<file path="src/rtl/byte_serializer_pkg.sv">
// Shared definitions for the byte serializer: FSM encoding, word geometry
// and the in_len decode (code 2'b00 means a full four-byte word).
package byte_serializer_pkg;

   typedef enum logic {
      ST_IDLE = 1'b0,
      ST_SEND = 1'b1
   } state_e;

   localparam int unsigned WORD_BYTES    = 4;
   localparam logic [1:0]  LEN_CODE_FULL = 2'b00;
   localparam logic [1:0]  IDX_FIRST     = 2'd0;

   // Index of the final byte to emit for a given in_len code.
   function automatic logic [1:0] last_index(input logic [1:0] len);
      return (len == LEN_CODE_FULL) ? 2'(WORD_BYTES - 1) : len - 2'd1;
   endfunction

endpackage

</file>
<file path="src/rtl/byte_sel.sv">
// Combinational byte picker: maps an emission index onto a byte lane of a
// 32-bit word, either most-significant lane first or least-significant first.
module byte_sel
   import byte_serializer_pkg::*;
#(
   parameter bit MSB_FIRST = 1'b1
) (
   input  logic [31:0] word_i,
   input  logic [1:0]  idx_i,
   output logic [7:0]  byte_o
);

   logic [1:0] lane;

   always_comb begin
      lane   = MSB_FIRST ? (2'(WORD_BYTES - 1) - idx_i) : idx_i;
      byte_o = word_i[{lane, 3'b000} +: 8];
   end

endmodule

</file>
<file path="src/rtl/byte_serializer.sv">
// Word-to-byte serializer with one active and one pending word slot, so a
// new word can be queued while the current one drains without a bubble.
module byte_serializer
   import byte_serializer_pkg::*;
#(
   parameter bit MSB_FIRST = 1'b1
) (
   input  logic        clk,
   input  logic        reset,
   input  logic        in_valid,
   output logic        in_ready,
   input  logic [31:0] in_data,
   input  logic [1:0]  in_len,
   output logic        out_valid,
   input  logic        out_ready,
   output logic [7:0]  out_data,
   output logic        out_last
);

   state_e      state_q;
   logic [1:0]  idx_q;
   logic        pend_vld_q;
   logic [31:0] act_data_q, act_data_d;
   logic [1:0]  act_len_q, act_len_d;
   logic [31:0] pend_data_q, pend_data_d;
   logic [1:0]  pend_len_q, pend_len_d;

   logic        word_hs;
   logic        byte_hs;
   logic        last_byte;
   logic        load_act_in;
   logic        load_act_pend;
   logic        load_pend;
   logic [7:0]  sel_byte;

   // in_ready depends only on a flop, never on in_valid or out_ready.
   assign in_ready  = !pend_vld_q;
   assign out_valid = (state_q == ST_SEND);
   assign word_hs   = in_valid && in_ready;
   assign byte_hs   = out_valid && out_ready;
   assign last_byte = (idx_q == last_index(act_len_q));

   always_comb begin
      load_act_in   = 1'b0;
      load_act_pend = 1'b0;
      load_pend     = 1'b0;
      if (state_q == ST_IDLE) begin
         load_act_in = word_hs;
      end else if (byte_hs && last_byte) begin
         if (pend_vld_q) begin
            load_act_pend = 1'b1;
         end else begin
            load_act_in = word_hs;
         end
      end else begin
         load_pend = word_hs;
      end
   end

   always_comb begin
      act_data_d  = act_data_q;
      act_len_d   = act_len_q;
      pend_data_d = pend_data_q;
      pend_len_d  = pend_len_q;
      if (load_act_in) begin
         act_data_d = in_data;
         act_len_d  = in_len;
      end else if (load_act_pend) begin
         act_data_d = pend_data_q;
         act_len_d  = pend_len_q;
      end
      if (load_pend) begin
         pend_data_d = in_data;
         pend_len_d  = in_len;
      end
   end

   // Word payloads need no reset: they are only observed behind the valid flags.
   always_ff @(posedge clk) begin
      act_data_q  <= act_data_d;
      act_len_q   <= act_len_d;
      pend_data_q <= pend_data_d;
      pend_len_q  <= pend_len_d;
   end

   always_ff @(posedge clk or negedge reset) begin
      if (!reset) begin
         state_q    <= ST_IDLE;
         idx_q      <= IDX_FIRST;
         pend_vld_q <= 1'b0;
      end else begin
         case (state_q)
            ST_IDLE: begin
               if (load_act_in) begin
                  state_q <= ST_SEND;
                  idx_q   <= IDX_FIRST;
               end
            end
            ST_SEND: begin
               if (byte_hs) begin
                  if (last_byte) begin
                     idx_q <= IDX_FIRST;
                     if (!load_act_pend && !load_act_in) begin
                        state_q <= ST_IDLE;
                     end
                  end else begin
                     idx_q <= idx_q + 2'd1;
                  end
               end
               if (load_act_pend) begin
                  pend_vld_q <= 1'b0;
               end else if (load_pend) begin
                  pend_vld_q <= 1'b1;
               end
            end
            default: state_q <= ST_IDLE;
         endcase
      end
   end

   byte_sel #(
      .MSB_FIRST(MSB_FIRST)
   ) u_byte_sel (
      .word_i(act_data_q),
      .idx_i (idx_q),
      .byte_o(sel_byte)
   );

   // Idle output is forced to zero rather than showing stale word data.
   assign out_data = out_valid ? sel_byte : 8'h00;
   assign out_last = out_valid && last_byte;

endmodule

</file>
<file path="config.mk">
export PLATFORM = sky130hd
export DESIGN_NAME = byte_serializer
export DESIGN_NICKNAME = d
export VERILOG_FILES = /design/src/rtl/byte_serializer_pkg.sv /design/src/rtl/byte_sel.sv /design/src/rtl/byte_serializer.sv
export SDC_FILE = /design/constraint.sdc
export NUM_CORES = 1
export LEC_CHECK = 0
export CAP_MARGIN = 20
export CELL_PAD_IN_SITES_DETAIL_PLACEMENT = 0
export CELL_PAD_IN_SITES_GLOBAL_PLACEMENT = 1
export CORE_ASPECT_RATIO = 0.6
export CORE_MARGIN = 2
export CORE_UTILIZATION = 44
export CTS_BUF_LIST = sky130_fd_sc_hd__clkbuf_8
export DETAILED_ROUTE_END_ITERATION = 6
export HOLD_SLACK_MARGIN = 0.03
export PLACE_DENSITY = 0.87
export SLEW_MARGIN = 20
export SYNTH_ARGS = -nofsm -noshare
export SYNTH_HDL_FRONTEND = slang
export SYNTH_HIERARCHICAL = 1
export SYNTH_SLANG_ARGS = --single-unit
export TNS_END_PERCENT = 20
</file>
<file path="constraint.sdc">
create_clock -name clk -period 8.8 [get_ports clk]
set_input_delay 0.88 -clock clk [delete_from_list [all_inputs] [get_ports clk]]
set_output_delay 0.88 -clock clk [all_outputs]
set_load 0.01 [all_outputs]
</file>
Yosys cells after proc, flatten, opt, wreduce, memory -nomap -nowiden
Index checks and enable logic that the tools add are counted.

operators by class
  $add $sub $neg = 3
  equality and inequality tests = 3
  shift-type cells = 1
  multiplexer cells = 25
  bitwise operators = 1
  reduce and logical (&&, ||, !) cells = 13

operator list
  kind                                                                      count
  32-bit 2-to-1 mux                                                         2
  32-bit by 6-bit variable part select with 8-bit output                    1
  1-bit 2-to-1 mux                                                          14
  2-bit 2-to-1 mux                                                          6
  8-bit 2-to-1 mux                                                          1
  1-bit logical AND                                                         5
  2-bit case mux with 2 select lines                                        1
  2-bit AND reduction                                                       2
  2-bit nonzero test                                                        2
  1-bit logical NOT                                                         3
  2-bit by 1-bit adder with 2-bit output (second input constant)            1
  2-bit equality test                                                       1
  2-bit logical NOT                                                         1
  2-bit by 1-bit inequality test with 1-bit output (second input constant)  1
  2-bit inequality test (second input constant)                             1
  1-bit case mux with 2 select lines                                        1
  2-bit by 1-bit subtractor with 2-bit output (second input constant)       1
  2-bit subtractor (first input constant)                                   1
  1-bit NOT                                                                 1

storage, ports and cells
  flip-flop bits (word level) = 72
  word-level logic and storage cells = 53

Longest topological paths before layout
Gate-level depths: netlist of the first run.

  word-level depth = 12
  depth in mapped cells = 5
  mapped depth without buffers = 4

By module
The synthesis of the first run kept the hierarchy.

by module, submodules not included
  module           instances  cells an instance  area each (um^2)
  byte_serializer  1          145                2796.4
  byte_sel         1          10                 196.4

Worst setup path after synthesis of the first run
No wires, ideal clock.

  kind = input to register
  from = in in_valid
  to = reg act_data_q[0] (enable)
  setup time = 0.437 ns
  arrival = 2.931 ns
  setup slack = 5.433 ns
  cell stages on the path = 3
  path buffers = 0
  cell sequence = nor2b_1 -> a21oi_1 -> a21oi_1

on the way
  cells in the longest elaborated chain, start to end = 5

RTL lines
  what                                   RTL line               source
  from (decl)                            byte_serializer.sv:10  input logic in_valid,
  1-bit logical AND *                    byte_serializer.sv:39  assign word_hs = in_valid && in_ready;
  1-bit 2-to-1 mux                       byte_serializer.sv:50  if (pend_vld_q) begin
  1-bit 2-to-1 mux                       byte_serializer.sv:49  end else if (byte_hs && last_byte) begin
  1-bit 2-to-1 mux *                     byte_serializer.sv:47  if (state_q == ST_IDLE) begin
  2-bit nonzero test (no source line) *  -
  to (signal assigned)                   byte_serializer.sv:80  act_data_q <= act_data_d;
  to (decl)                              byte_serializer.sv:23  logic [31:0] act_data_q, act_data_d;

Mark *: on every way between the ends. The rest lies on a longest branch, timed or not.
A chain may end at the register's enable or synchronous reset.

Worst setup path in the final report of the first run
  from = reg idx_q[0]
  to = out out_data[1]

on the way
  cells in the longest elaborated chain, start to end = 3

RTL lines
  what                                                    RTL line                source
  from (decl)                                             byte_serializer.sv:21   logic [1:0] idx_q;
  from (signal assigned)                                  byte_serializer.sv:107  idx_q <= idx_q + 2'd1;
  2-bit subtractor                                        byte_sel.sv:16          lane = MSB_FIRST ? (2'(WORD_BYTES - 1) - idx_i) : idx_i;
  32-bit by 6-bit variable part select with 8-bit output  byte_sel.sv:17          byte_o = word_i[{lane, 3'b000} +: 8];
  named net sel_byte[1]                                   byte_serializer.sv:34   logic [7:0] sel_byte;
  8-bit 2-to-1 mux                                        byte_serializer.sv:130  assign out_data = out_valid ? sel_byte : 8'h00;
  to (decl)                                               byte_serializer.sv:16   output logic [7:0] out_data,

The timed path passes the listed nets, and every way through them passes these cells.

==> metrics.txt, run 1 <==
run status=finished, final reports clean; CTS root buffer=clkbuf_8; FF/Latch Area=about 2100 µm²; Min-Delay Path Depth=1; crit-path cells=mux4_2, and2_1, clkdlybuf4s50_1; Std-Cell Rows=23; total number of vias=roughly 1,500; fin crit share=0.3741; Hold Crit Class=reg2reg; Die Area=7500 µm²; DR WL/cell=about 17 µm; Hold Fails Final Rpt=0; gp weighted congestion=~0.70; crit path DAT=between 2000 and 2500 ps; CP startpoint kind=register; stages on the worst setup path=3; GRT Overall Usage=0.1456; total core area=6619 µm²; Reg power frac=0.480; most common cell after layout, fill and taps aside=edfxtp_1; CTS Buffer Depth=2; DR iter-0 viols=52; Hold Buf Count CTS=0; first drt pass iteration count=4; total of max-cap violations=0; Worst Path Max Fanout=14; final setup TNS=0 ps; FMAX=between 0.3 and 0.4 GHz; post-synth top area cell=edfxtp_1; RSZ-0062 raised after global routing=no; Final Core Density=0.5726; Slew @ Worst Pin=approximately 1000 ps; post-cts resize count=0; r2r worst-path depth=5; Synth Cell Area=2993 µm²; clock transition at the registers of the reported paths=roughly 80 ps; Leak Pwr=between 1 and 1.5 nW; largest net degree at the start of global routing=35; # IOs=49; CTS H-tree depth=3; Slowest Stage Delay on Critical Path=around 810 ps; final number of setup-violating endpoints=0; Critical Path RT=approximately 7900 ps; hpwl dp=roughly 3200 µm; total chip power=0.001085 W; CTS tree=built; Worst setup EP type=output pin; first-pass GRT wire length=~7800 µm; antenna-violating nets left=0; Clock Skew=7.549 ps; Setup CP Type=reg2out; most frequent cells in the layout=68 x edfxtp_1, 48 x clkdlybuf4s50_1, 33 x mux2_2; number of buffers and inverters on the critical path=1; synthesis-to-finish area growth=26.63%; Die X=approximately 110 µm; Mean Syn Cell Area=roughly 19 µm²; CP delay by family, top=flip-flops; synthesis-stage register bit count=between 70 and 80; Sw Ratio=0.2739; Slew HR=0.3268; share of layout cells above drive strength 1=0.2930; Post-Synthesis Cells=~160; DRT Wirelength=5050 µm; syn nets=around 190; Logic pwr share=0.295; internal power=around 0.00079 W; CTS Sinks=approximately 70; Initial Utilization=0.4522; Critical Path Slowest Stage Cell=dfrtp_1; vias in the first global route=around 1,500; initial antenna violation count=0; grt total ovfl=0; fill count=between 500 and 600; minimum clock period=3292 ps; Synth Warn #=6; worst skew pair latency=around 340 ps; die height=roughly 68 µm; Synth area leaders=edfxtp_1 68%, mux2_2 12%, mux4_2 6.0%, dfrtp_1 3.3%, and2_1 1.9%; Setup Fix Bufs, Post-CTS=0; Distinct cells, synth=26; antenna cells=0; post-synth top area share=0.6823; worst vdd ir=about 140 µV; hold_ws=between 500 and 600 ps; P_sw=a little under 0.0003 W; Slew Limit Fails=0; power per cell area=about 290 nW/µm²; Clock Power Share=0.225; number of vias per cell=between 5 and 6; NumNets Final=approximately 250; port buffer count=48; CTS Buf Count=9; multi-input combinational cell area=about 800 µm²; sequential-to-total area share from yosys stat=0.7157; DRC Markers=0
==> area by class of cell <==
class	instances	area share
inverter	1	0.0009904
clock buffer	9	0.03268
tap	87	0.02872
sequential	72	0.5652
multi-input combinational	76	0.2143
clock inverter	7	0.01684
timing repair buffer	50	0.1413
==> per-stage QoR <==
stage | worst slack [ps] | cells | cell area (µm²)
floorplan | 5433 | 155 | 2993
global placement | 5597 | 284 | 3547
detailed placement | 5656 | 285 | 3575
CTS | 5460 | 301 | 3762
global route | 5354 | 302 | 3790
finish | 5508 | 302 | 3790
==> path summary, 6_finish.rpt <==
| kind | startpoint | end | slack (ps) |
|---|---|---|---|
| max | idx_q[0]$_DFFE_PN0P_ | out_data[1] | 5510 |
| max in group asynchronous | reset | idx_q[1]$_DFFE_PN0P_ | 7910 |
| min reg2reg | pend_data_q[5]$_DFFE_PP_ | act_data_q[5]$_DFFE_PP_ | 540 |
| min in group asynchronous | reset | pend_vld_q$_DFFE_PN0P_ | 730 |
| max reg2reg | idx_q[0]$_DFFE_PN0P_ | act_data_q[16]$_DFFE_PP_ | 6130 |
| min | pend_data_q[5]$_DFFE_PP_ | act_data_q[5]$_DFFE_PP_ | 540 |
==> metal layers <==
metal | vias to the layer above | global-route usage | wire [µm]
met2 | 49 | 0.2147 | 2198
met4 | 0 | 0.06563 | 79
met5 | - | 0 | 0
met3 | 8 | 0.06023 | 329
li1 | 720 | - | -
met1 | 746 | 0.1925 | 2443
==> power by group through the flow <==
| stage | logic (W) | clock network [W] | registers (W) |
|---|---|---|---|
| after global placement | 0.000302 | 0 | 0.000529 |
| after floorplan | 0.000202 | 0 | 0.000505 |
| after detailed placement | 0.000309 | 0 | 0.000531 |
| after global routing | 0.000344 | 0.000269 | 0.000530 |
| after CTS | 0.000310 | 0.000253 | 0.000525 |
| final | 0.000320 | 0.000244 | 0.000521 |
==> sequential cells by signal (all words and copies together), names as in the netlist <==
register     count
act_data_q      32
act_len_q        2
idx_q            2
out_valid        1
pend_data_q     32
pend_len_q       2
pend_vld_q       1
==> kinds of logic after synthesis <==
family / share of synthesized area
compound gates: 0.02592
flops: 0.7157
simple gates: 0.04222
buf+inv: 0.01923
mux: 0.1940
xor+xnor: 0.002927
==> synthesized netlist by cell type <==
cell      number
a31oi_1        1
o211ai_1       1
a31oi_4        1
dfrtp_1        4
mux2_2        33
a21bo_2        1
clkbuf_1       1
nor2b_1        1
clkbuf_2       1
nand3b_1       1
nand2_1        3
or2b_1         1
and2_1         9
nor2_1         2
nand3_1        1
nand2b_1       4
mux2_4         1
edfxtp_1      68
inv_1          1
buf_6          4
o21ai_0        1
a21oi_1        4
mux2i_2        1
mux4_2         8
xor2_1         1
o31ai_1        1
==> worst reg2reg max path: cells and delay by family, from the launching register on <==
| family | cells | cell delay [ps] |
|---|---|---|
| buf+inv | 1 | 230 |
| flops | 1 | 810 |
| compound gates | 1 | 680 |
| simple gates | 1 | 210 |
| mux | 2 | 490 |
No activity file was read; power rests on OpenSTA's default activity.
==> run 2, diff against run 1 <==
--- a/config.mk
+++ b/config.mk
@@ -10,7 +10,7 @@
 export CELL_PAD_IN_SITES_GLOBAL_PLACEMENT = 1
 export CORE_ASPECT_RATIO = 0.6
 export CORE_MARGIN = 2
-export CORE_UTILIZATION = 44
+export CORE_UTILIZATION = 42
 export CTS_BUF_LIST = sky130_fd_sc_hd__clkbuf_8
 export DETAILED_ROUTE_END_ITERATION = 6
 export HOLD_SLACK_MARGIN = 0.03
==> constraint.sdc (replaced) <==
create_clock -name clk -period 2.9 [get_ports clk]
set_input_delay 0.29 -clock clk [delete_from_list [all_inputs] [get_ports clk]]
set_output_delay 0.29 -clock clk [all_outputs]
set_load 0.01 [all_outputs]
==> run 2 against run 1 <==
Compared with the run above: the run now ends with DRC left; combinational power rose to 3.0 times the previous value; first-iteration DRC count is 75% higher; sequential power grew to 3.0 times the previous value; utilization shrank 1.2 points; sequential share of layout area shrank 0.24 points; non-clock buffer count is 3 higher; critical path type unchanged; highest routed layer unchanged.
==> metrics.txt, run 2 (synthesized netlist as in run 1, its figures left out) <==
power per cell area=roughly 890 nW/µm²; biggest regs=act_data_q: 32 flops, pend_data_q: 32 flops; initial antenna violation count=0; NumNets Final=~250; most common cell after layout, fill and taps aside=edfxtp_1; antenna cells=0; die height=between 60 and 70 µm; hpwl dp=~3500 µm; CTS Buffer Depth=2; Hold Crit Class=in2async; Std-Cell Rows=23; Leak Pwr=between 1 and 1.5 nW; Slew @ Worst Pin=between 700 and 800 ps; Worst setup EP type=output pin; run status=finished, violations left; most frequent cells in the layout=68 x edfxtp_1, 48 x clkdlybuf4s50_1, 33 x mux2_2; minimum clock period=2738 ps; port buffer count=48; Hold Fails Final Rpt=0; total core area=approximately 6800 µm²; CP startpoint kind=register; CTS Buf Count=9; final setup TNS=0 ps; total of max-cap violations=0; first-pass GRT wire length=8514 µm; DRC Markers=3; Setup CP Type=reg2out; fin crit share=0.9441; post-cts resize count=0; crit path DAT=about 2500 ps; Critical Path RT=around 2600 ps; DR WL/cell=~17 µm; Slew Limit Fails=0; antenna-violating nets left=0; hold_ws=about 150 ps; final number of setup-violating endpoints=0; FMAX=0.3652 GHz; Worst Path Max Fanout=14; CTS tree=built; DRT Wirelength=~5200 µm; clock transition at the registers of the reported paths=roughly 80 ps; gp weighted congestion=0.7239; Setup Fix Bufs, Post-CTS=0; vias in the first global route=~1,700; synthesis-to-finish area growth=27.17%; CTS Sinks=roughly 70; DR iter-0 viols=around 90; Hold Buf Count CTS=0; share of layout cells above drive strength 1=0.3088; Inst Count DP=a little under 300; failing checks=DRC; Worst Slack Setup Final=162.1 ps; CTS H-tree depth=3; # IOs=49; Clock Skew=around 10 ps; Final Non-Filler Cells=roughly 300; RSZ-0062 raised after global routing=no; number of vias per cell=slightly above 5; CTS root buffer=clkbuf_8; worst skew pair latency=between 300 and 400 ps; Die Area=slightly below 8000 µm²; Die X=approximately 110 µm; first drt pass iteration count=6; total number of vias=around 1,500; GRT Overall Usage=0.1429; grt total ovfl=0; largest net degree at the start of global routing=35; worst vdd ir=333.3 µV; Place WS=485.9 ps; Slew HR=0.5082; Initial Utilization=0.4407
## run 2: cell types whose count changed in the layout (fill, tap and decap cells not counted)
| cell | delta |
|---|---|
| buf_16 | -2 |
| inv_1 | -1 |
| clkinv_4 | -1 |
| buf_4 | +4 |
| bufinv_16 | +1 |
| clkinvlp_4 | +1 |
| buf_12 | +1 |
| clkinv_1 | -1 |
## run 2: worst max-delay path, cell delays in order, from the launching register on
cell,delay [ps]
dfrtp_1,820
nand2b_1,140
mux2i_2,400
and2_1,190
clkdlybuf4s50_1,540
## run 2: area by class of cell
type	count	area (µm²)
clock buffers	9	123.9
clock inverters	6	85.08
fillers	526	2985
inverters	1	3.754
multi-input cells	76	812.0
flip-flops and latches	72	2142
well taps	87	108.9
repair buffers	53	530.5
## run 2: worst paths after layout
check                           cells past startpoint                   endpoint                       from  slack, ps
worst max-delay path                                4                   out_last       idx_q[0]$_DFFE_PN0P_        160
worst min-delay path                                1       idx_q[0]$_DFFE_PN0P_                      reset        150
worst max register to register                      5    act_data_q[3]$_DFFE_PP_       idx_q[0]$_DFFE_PN0P_        570
worst min register to register                      1   act_data_q[15]$_DFFE_PP_  pend_data_q[15]$_DFFE_PP_        550
max in group asynchronous                           1       idx_q[1]$_DFFE_PN0P_                      reset       2580
min in group clk                                    1  pend_data_q[20]$_DFFE_PP_                in_data[20]        540
## run 2: stage by stage
| step | instance area (µm²) | util | total power (W) |
|---|---|---|---|
| detailed placement | 3597 | 0.5297 | 0.002594 |
| finish | 3806 | 0.5604 | 0.003395 |
| global route | 3806 | 0.5604 | 0.003570 |
| CTS | 3806 | 0.5604 | 0.003432 |
| global placement | 3597 | 0.5297 | 0.002561 |
| floorplan | 2997 | - | 0.002143 |
## run 2: metal layers
metal	global-route usage	part of all wire	vias to the layer above
li1	-	-	725
met1	0.2083	0.50	777
met2	0.2015	0.43	38
met3	0.05332	0.055	8
met4	0.04065	0.011	0
met5	0	0	-
## run 2: power breakdown
group | total (W) | internal, W | switching, W | leakage (nW)
registers | 0.00158 | 0.00144 | 0.000145 | 0.667
logic | 0.000972 | 0.000557 | 0.000415 | 0.499
clock network | 0.000839 | 0.000476 | 0.000363 | 0.101
